[src/rtl/intrp_responder_if.sv]
// Command, response and host-queue signals for the interrupt responder.
// The slave modport is the responder side; master is the AFU/host side.
interface intrp_responder_if;
  logic        cmd_valid;
  logic [7:0]  cmd_opcode;
  logic [15:0] cmd_afutag;
  logic [67:0] cmd_obj;
  logic [19:0] cmd_pasid;
  logic [11:0] cmd_actag;

  logic        rsp_valid;
  logic [7:0]  rsp_opcode;
  logic [15:0] rsp_afutag;
  logic [3:0]  rsp_code;

  logic        intr_valid;
  logic [63:0] intr_src;
  logic [19:0] intr_pasid;
  logic        intr_pop;

  modport slave (
    input  cmd_valid, cmd_opcode, cmd_afutag, cmd_obj, cmd_pasid, cmd_actag,
    output rsp_valid, rsp_opcode, rsp_afutag, rsp_code,
    output intr_valid, intr_src, intr_pasid,
    input  intr_pop
  );

  modport master (
    output cmd_valid, cmd_opcode, cmd_afutag, cmd_obj, cmd_pasid, cmd_actag,
    input  rsp_valid, rsp_opcode, rsp_afutag, rsp_code,
    input  intr_valid, intr_src, intr_pasid,
    output intr_pop
  );
endinterface

[src/rtl/intrp_responder.sv]
// Interrupt request responder: answers one command at a time with a delayed
// INTRP_RESP, queues accepted interrupts for the host, and retries via INTRP_RDY.
module intrp_responder #(
  parameter int QDEPTH = 4
) (
  input  logic                clk,
  input  logic                rst_n,
  intrp_responder_if.slave    bus,
  input  logic [3:0]          resp_delay,
  input  logic                force_retry,
  output logic                proto_err,
  output logic [15:0]         done_cnt
);

  localparam int AW = $clog2(QDEPTH);

  localparam logic [7:0] OP_INTRP_REQ  = 8'h58;
  localparam logic [7:0] OP_INTRP_RESP = 8'h0C;
  localparam logic [7:0] OP_INTRP_RDY  = 8'h1A;

  localparam logic [3:0] CODE_DONE    = 4'h0;
  localparam logic [3:0] CODE_RTY_REQ = 4'h2;
  localparam logic [3:0] CODE_PENDING = 4'h4;
  localparam logic [3:0] CODE_FAILED  = 4'hE;

  localparam logic [AW:0] QFULL = (AW+1)'(QDEPTH);

  typedef enum logic [1:0] {
    S_IDLE,
    S_DELAY,
    S_PENDING,
    S_RDY
  } state_e;

  typedef struct packed {
    logic [63:0] src;
    logic [19:0] pasid;
  } entry_t;

  state_e      state_q, state_d;
  logic [3:0]  cnt_q, cnt_d;
  logic [7:0]  op_q, op_d;
  logic [15:0] tag_q, tag_d;
  entry_t      cap_q, cap_d;

  logic        rsp_valid_q, rsp_valid_d;
  logic [7:0]  rsp_opcode_q, rsp_opcode_d;
  logic [15:0] rsp_afutag_q, rsp_afutag_d;
  logic [3:0]  rsp_code_q, rsp_code_d;

  logic        proto_err_q, proto_err_d;
  logic [15:0] done_cnt_q, done_cnt_d;

  logic          push, pop;
  entry_t        mem_q [QDEPTH];
  logic [AW-1:0] wr_ptr_q, wr_ptr_d;
  logic [AW-1:0] rd_ptr_q, rd_ptr_d;
  logic [AW:0]   count_q, count_d;

  // Upper object bits and the acTag carry nothing this responder uses.
  logic unused_cmd_bits;
  assign unused_cmd_bits = ^{bus.cmd_obj[67:64], bus.cmd_actag};

  // NOTE: every signal gets a default before the case so no path leaves it
  // unassigned; otherwise synthesis would infer a latch.
  always_comb begin
    state_d      = state_q;
    cnt_d        = cnt_q;
    op_d         = op_q;
    tag_d        = tag_q;
    cap_d        = cap_q;
    rsp_valid_d  = 1'b0;
    rsp_opcode_d = rsp_opcode_q;
    rsp_afutag_d = rsp_afutag_q;
    rsp_code_d   = rsp_code_q;
    push         = 1'b0;
    proto_err_d  = proto_err_q | (bus.cmd_valid && (state_q != S_IDLE));

    unique case (state_q)
      S_IDLE: begin
        if (bus.cmd_valid) begin
          op_d      = bus.cmd_opcode;
          tag_d     = bus.cmd_afutag;
          cap_d     = '{src: bus.cmd_obj[63:0], pasid: bus.cmd_pasid};
          cnt_d     = resp_delay;
          state_d   = S_DELAY;
        end
      end

      S_DELAY: begin
        if (cnt_q != 4'd0) begin
          cnt_d = cnt_q - 4'd1;
        end else begin
          rsp_valid_d  = 1'b1;
          rsp_opcode_d = OP_INTRP_RESP;
          rsp_afutag_d = tag_q;
          state_d      = S_IDLE;
          if (op_q != OP_INTRP_REQ) begin
            rsp_code_d = CODE_FAILED;
          end else if (force_retry) begin
            rsp_code_d = CODE_RTY_REQ;
          end else if (count_q == QFULL) begin
            // Fullness uses the registered count: a pop this cycle does not help.
            rsp_code_d = CODE_PENDING;
            state_d    = S_PENDING;
          end else begin
            rsp_code_d = CODE_DONE;
            push       = 1'b1;
          end
        end
      end

      S_PENDING: begin
        if (count_q < QFULL) begin
          rsp_valid_d  = 1'b1;
          rsp_opcode_d = OP_INTRP_RDY;
          rsp_afutag_d = tag_q;
          rsp_code_d   = force_retry ? CODE_RTY_REQ : CODE_DONE;
          state_d      = S_RDY;
        end
      end

      S_RDY: begin
        state_d = S_IDLE;
      end

      default: state_d = S_IDLE;
    endcase
  end

  assign done_cnt_d = done_cnt_q + 16'(push);

  // Host queue bookkeeping; pointers wrap naturally since QDEPTH is a power of 2.
  assign pop = (count_q != '0) && bus.intr_pop;

  always_comb begin
    wr_ptr_d = push ? wr_ptr_q + 1'b1 : wr_ptr_q;
    rd_ptr_d = pop  ? rd_ptr_q + 1'b1 : rd_ptr_q;
    unique case ({push, pop})
      2'b10:   count_d = count_q + 1'b1;
      2'b01:   count_d = count_q - 1'b1;
      default: count_d = count_q;
    endcase
  end

  // NOTE: sequential state uses non-blocking assignments so every register
  // samples its pre-edge value, independent of statement order.
  always_ff @(posedge clk or negedge rst_n) begin
    if (!rst_n) begin
      state_q      <= S_IDLE;
      cnt_q        <= '0;
      op_q         <= '0;
      tag_q        <= '0;
      cap_q        <= '0;
      rsp_valid_q  <= 1'b0;
      rsp_opcode_q <= '0;
      rsp_afutag_q <= '0;
      rsp_code_q   <= '0;
      proto_err_q  <= 1'b0;
      done_cnt_q   <= '0;
      wr_ptr_q     <= '0;
      rd_ptr_q     <= '0;
      count_q      <= '0;
    end else begin
      state_q      <= state_d;
      cnt_q        <= cnt_d;
      op_q         <= op_d;
      tag_q        <= tag_d;
      cap_q        <= cap_d;
      rsp_valid_q  <= rsp_valid_d;
      rsp_opcode_q <= rsp_opcode_d;
      rsp_afutag_q <= rsp_afutag_d;
      rsp_code_q   <= rsp_code_d;
      proto_err_q  <= proto_err_d;
      done_cnt_q   <= done_cnt_d;
      wr_ptr_q     <= wr_ptr_d;
      rd_ptr_q     <= rd_ptr_d;
      count_q      <= count_d;
    end
  end

  // NOTE: queue storage is deliberately not reset; validity comes from
  // count_q, and the head is masked to zero whenever the queue is empty.
  always_ff @(posedge clk) begin
    if (push) begin
      mem_q[wr_ptr_q] <= cap_q;
    end
  end

  assign bus.rsp_valid  = rsp_valid_q;
  assign bus.rsp_opcode = rsp_opcode_q;
  assign bus.rsp_afutag = rsp_afutag_q;
  assign bus.rsp_code   = rsp_code_q;

  assign bus.intr_valid = (count_q != '0);
  assign bus.intr_src   = bus.intr_valid ? mem_q[rd_ptr_q].src   : 64'd0;
  assign bus.intr_pasid = bus.intr_valid ? mem_q[rd_ptr_q].pasid : 20'd0;

  assign proto_err = proto_err_q;
  assign done_cnt  = done_cnt_q;

endmodule

[src/flat_wrapper.sv]
// flat-port wrapper written by rule: the top's interface ports become plain ports
module intrp_responder_flat 
#(
  parameter int QDEPTH = 4
)
  (clk, rst_n, resp_delay, force_retry, proto_err, done_cnt, bus_cmd_valid, bus_cmd_opcode, bus_cmd_afutag, bus_cmd_obj, bus_cmd_pasid, bus_cmd_actag, bus_rsp_valid, bus_rsp_opcode, bus_rsp_afutag, bus_rsp_code, bus_intr_valid, bus_intr_src, bus_intr_pasid, bus_intr_pop);
  intrp_responder_if bus_i ();
  input  logic clk;
  input  logic rst_n;
  input  logic [3:0] resp_delay;
  input  logic force_retry;
  output logic proto_err;
  output logic [15:0] done_cnt;
  input wire logic [$bits(bus_i.cmd_valid)-1:0] bus_cmd_valid;
  input wire logic [$bits(bus_i.cmd_opcode)-1:0] bus_cmd_opcode;
  input wire logic [$bits(bus_i.cmd_afutag)-1:0] bus_cmd_afutag;
  input wire logic [$bits(bus_i.cmd_obj)-1:0] bus_cmd_obj;
  input wire logic [$bits(bus_i.cmd_pasid)-1:0] bus_cmd_pasid;
  input wire logic [$bits(bus_i.cmd_actag)-1:0] bus_cmd_actag;
  output wire logic [$bits(bus_i.rsp_valid)-1:0] bus_rsp_valid;
  output wire logic [$bits(bus_i.rsp_opcode)-1:0] bus_rsp_opcode;
  output wire logic [$bits(bus_i.rsp_afutag)-1:0] bus_rsp_afutag;
  output wire logic [$bits(bus_i.rsp_code)-1:0] bus_rsp_code;
  output wire logic [$bits(bus_i.intr_valid)-1:0] bus_intr_valid;
  output wire logic [$bits(bus_i.intr_src)-1:0] bus_intr_src;
  output wire logic [$bits(bus_i.intr_pasid)-1:0] bus_intr_pasid;
  input wire logic [$bits(bus_i.intr_pop)-1:0] bus_intr_pop;
  assign bus_i.cmd_valid = bus_cmd_valid;
  assign bus_i.cmd_opcode = bus_cmd_opcode;
  assign bus_i.cmd_afutag = bus_cmd_afutag;
  assign bus_i.cmd_obj = bus_cmd_obj;
  assign bus_i.cmd_pasid = bus_cmd_pasid;
  assign bus_i.cmd_actag = bus_cmd_actag;
  assign bus_rsp_valid = bus_i.rsp_valid;
  assign bus_rsp_opcode = bus_i.rsp_opcode;
  assign bus_rsp_afutag = bus_i.rsp_afutag;
  assign bus_rsp_code = bus_i.rsp_code;
  assign bus_intr_valid = bus_i.intr_valid;
  assign bus_intr_src = bus_i.intr_src;
  assign bus_intr_pasid = bus_i.intr_pasid;
  assign bus_i.intr_pop = bus_intr_pop;
  intrp_responder #(.QDEPTH(QDEPTH)) u_core (.clk(clk), .rst_n(rst_n), .bus(bus_i), .resp_delay(resp_delay), .force_retry(force_retry), .proto_err(proto_err), .done_cnt(done_cnt));
endmodule
[config.mk]
export PLATFORM = sky130hd
export DESIGN_NAME = intrp_responder_flat
export DESIGN_NICKNAME = d
export VERILOG_FILES = /design/src/rtl/intrp_responder_if.sv /design/src/rtl/intrp_responder.sv /design/src/flat_wrapper.sv
export SDC_FILE = /design/constraint.sdc
export NUM_CORES = 1
export LEC_CHECK = 0
export CAP_MARGIN = 25
export CORE_MARGIN = 1
export CORE_UTILIZATION = 55
export DETAILED_ROUTE_END_ITERATION = 8
export GPL_TIMING_DRIVEN = 0
export PLACE_DENSITY = 0.84
export SYNTH_ARGS = -nofsm -noshare
export SYNTH_HDL_FRONTEND = slang
export SYNTH_SLANG_ARGS = --single-unit
[constraint.sdc]
create_clock -name clk -period 3.2 [get_ports clk]
set_input_delay 0.64 -clock clk [delete_from_list [all_inputs] [get_ports clk]]
set_output_delay 0.64 -clock clk [all_outputs]
set_load 0.03 [all_outputs]
==> results of run 1 <==
==> power by group <==
part           switching (mW)  leakage [nW]  internal, mW  total (mW)
registers               0.864          4.94          8.44        9.30
clock network            2.32         0.827          3.61        5.93
logic                    4.04          3.06          3.46        7.50
==> worst max-delay path, delay by kind of cell (launching register included) <==
kind / cells / cell delay [ns]
buffers and inverters: 2 / 0.79
flip-flops: 1 / 0.46
multiplexers: 1 / 0.52
AND/OR/NAND/NOR: 1 / 0.19
==> per-layer routing <==
| metal | vias to the layer above | global-route usage | routed length [um] |
|---|---|---|---|
| met1 | 5031 | 0.286 | 15400 |
| met4 | 10 | 0.0487 | 595 |
| li1 | 4345 | - | - |
| met5 | - | 0 | 70 |
| met2 | 353 | 0.355 | 18700 |
| met3 | 58 | 0.0732 | 3550 |
==> cell families after synthesis <==
| kind of cell | after synthesis | synth area share |
|---|---|---|
| AND/OR/NAND/NOR | 140 | 0.0453 |
| other | 1 | 0.000196 |
| buffers and inverters | 64 | 0.0158 |
| flip-flops | 497 | 0.738 |
| AO/OA/AOI/OAI | 22 | 0.00726 |
| adder cells (fa/ha/maj) | 13 | 0.00889 |
| XOR/XNOR | 20 | 0.00916 |
| multiplexers | 214 | 0.175 |
==> cells in the final DEF, fill, tap and decap left out, types with 7 or more instances in the layout <==
master / instances
edfxtp_1: 336
clkdlybuf4s50_1: 164
dfrtp_1: 160
mux2_2: 126
and2_1: 86
mux4_2: 84
dlygate4sd2_1: 75
clkbuf_16: 51
buf_2: 20
inv_1: 14
buf_4: 13
xnor2_1: 12
ha_1: 12
nand2_1: 11
nor2_1: 11
clkbuf_1: 10
o21ai_0: 10
clkinv_1: 9
xor2_1: 8
bufinv_16: 7
clkinv_2: 7
==> stage by stage <==
step	TNS [ns]	area, sq um
floorplan	0	19100
global placement	-1247.54	22100
detailed placement	-3.46	22300
CTS	0	23900
global route	-0.0173	24000
finish	0	24000
==> final cells by class <==
cell class	count	area (sq um)	share of cell area
repair buffers	250	2490	0.104
diodes	3	7.51	0.000313
inverters	15	56.3	0.00235
flip-flops and latches	497	14100	0.588
clock inverters	29	327	0.0136
well taps	448	561	0.0234
plain buffers	48	312	0.0130
multi-input cells	415	4740	0.198
clock buffers	62	1380	0.0574
==> flip-flops by register name, indices dropped and copies added (netlist names), named ones only <==
name and flops:
u_core.done_cnt 16, u_core.mem_q 336, u_core.tag_q 16, u_core.bus.rsp_valid 1, u_core.proto_err 1, u_core.op_q 8, u_core.cnt_q 4, u_core.wr_ptr_q 2
u_core.state_q 1, u_core.rd_ptr_q 2, u_core.bus.rsp_afutag 16, u_core.count_q 3, u_core.bus.rsp_code 3, u_core.cap_q 84, u_core.bus.rsp_opcode 3
==> worst min path at each step <==
stage / start / slack (ns) / depth (start not counted) / end
after floorplan: rst_n / 0.34 / 0 / async pin
after global placement: u_core.bus.rsp_opcode[3] / 0.45 / 1 / u_core.bus.rsp_opcode[3]
after detailed placement: u_core.bus.rsp_opcode[3] / 0.45 / 1 / u_core.bus.rsp_opcode[3]
after CTS: rst_n / 0.02 / 1 / u_core.cap_q[28]
after global routing: rst_n / 0.03 / 1 / u_core.tag_q[3]
final: rst_n / 0.02 / 1 / u_core.bus.rsp_afutag[3]
==> timing repair <==
action                     in CTS  in global routing
gates cloned                    0                  1
pin swaps                       0                  2
resized for setup             103                  9
setup endpoints to repair      84                 84
hold buffers                    0                  0
setup buffers                   0                  3
==> impl_metrics.toml, run 1 <==
[grt]
grt_max_degree = 114
grt_pass1_wl_mm = 58.6
grt_remaining_overflow = 0
grt_use_total = 0.218
antenna_found_initial = 8
grt_pass1_vias = 10382

[floorplan]
num_rows = 67
coreArea_sq_um = 33900
io_pins = 264
die_h_um = 189
die_w_um = 189
initial_core_util = 0.565
dieArea_sq_um = 35500

[critical_path]
reg2regPathDepth = 8
cp_max_fo = 10
cpPeakStageDelay_ns = 0.59
cp-start-kind = "flip-flop"
path_cells = "buf_8 > mux4_2 > and2_1 > clkdlybuf4s50_1"
r2r-end = "u_core.mem_q[2][52]"
cp_slowest_cell = "clkdlybuf4s50_1"
startpoint = "u_core.rd_ptr_q[0]"
critPathCapture = "bus_intr_pasid[0]"
cp_data_arrival_time_ns = 2.50
r2r_slack_ns = 0.40
required_ns = 2.56
endpoint_kind = "output port"
critical_path_class = "flip-flop to output port"

[finish]
fin_util = 0.708
layout-drive-gt1-share = 0.269
final_nets = 1423
fill_cells = 2120
synthToLayoutAreaGrowth_pct = 25.4
layout.cells.non_filler = 1767

[timing]
hold_viol = 0
report.final.slew_viol_count = 0
setup_viol = 0
rsz0062_at_grt = "yes"
post-route-period-util = 0.982
relSlewSlack = 0.449
max_freq_mhz = 318
timing.final.ws_setup_ns = 0.0588
hold_ws_ns = 0.0173
finClkSkew_ns = 0.0271
tightest_slew_ns = 0.827
min_period_ns = 3.14

[drt]
via_count = 9797
drtIter0Drc = 474
drt_first_pass_iters = 5
avgViaCountPerCell = 5.54
drtAntennaViolNets = 0
wl_per_cell_um = 21.6
wl_mm = 38.2
drcViolationCount = 0

[yosys]
ys_types = 43
synth_area_leader_cell = "edfxtp_1"
synth-edff-count = 336
yosysWarnings = 0
yosys-top-cells-area = "edfxtp_1 53%, dfrtp_1 21%, mux4_2 9.9%"
async_flop_share = 0.324
syn_area_sq_um = 19100
yosysTopAreaCellShare = 0.527
yosysMostFrequentCell = "edfxtp_1"
syn_avg_cell_area_sq_um = 19.7
netlist_top_cells_count = "336 x edfxtp_1, 161 x dfrtp_1, 126 x mux2_2, 86 x and2_1, 84 x mux4_2"
dominantRegCellSynth = "edfxtp_1"
synthCells = 971
yosysSeqAreaShare = 0.738
yosys_register_bits = 497

[power_and_ir_drop]
power.density_nw_per_um2 = 947
irDropWorstVdd_uv = 751
p_total_mw = 22.7
p_leak_nw = 8.82

[cts]
cts_tree = "built"
clock-sinks = 497
cts_made_buffers = 50
ctsLongestPathBuffers = 3
clkTransAtPathRegs_ns = 0.06
cts_max_level = 2
cts-root-buf = "clkbuf_16"
clk_latency_ns = 0.55

[placement]
portBuffers = 242
dp_slack_ns = -0.101
dp_cells = 1670
hpwl_mm = 23.5
routabilityCongestion = 0.740

[hold_path]
min_path_type = "primary input to async pin"

[status]
status = "complete, no violations"

[job]
max-cap-violations = 0
Note: power is estimated with default switching activity, not from simulation.
==> inputs of run 2 (changes only) <==
--- a/config.mk
+++ b/config.mk
@@ -5,7 +5,7 @@
 export SDC_FILE = /design/constraint.sdc
 export NUM_CORES = 1
 export LEC_CHECK = 0
-export CAP_MARGIN = 25
+export CAP_MARGIN = 20
 export CORE_MARGIN = 1
 export CORE_UTILIZATION = 55
 export DETAILED_ROUTE_END_ITERATION = 8
==> results of run 2 <==
No change in the layout: final DEF, timing and power equal those of run 1.
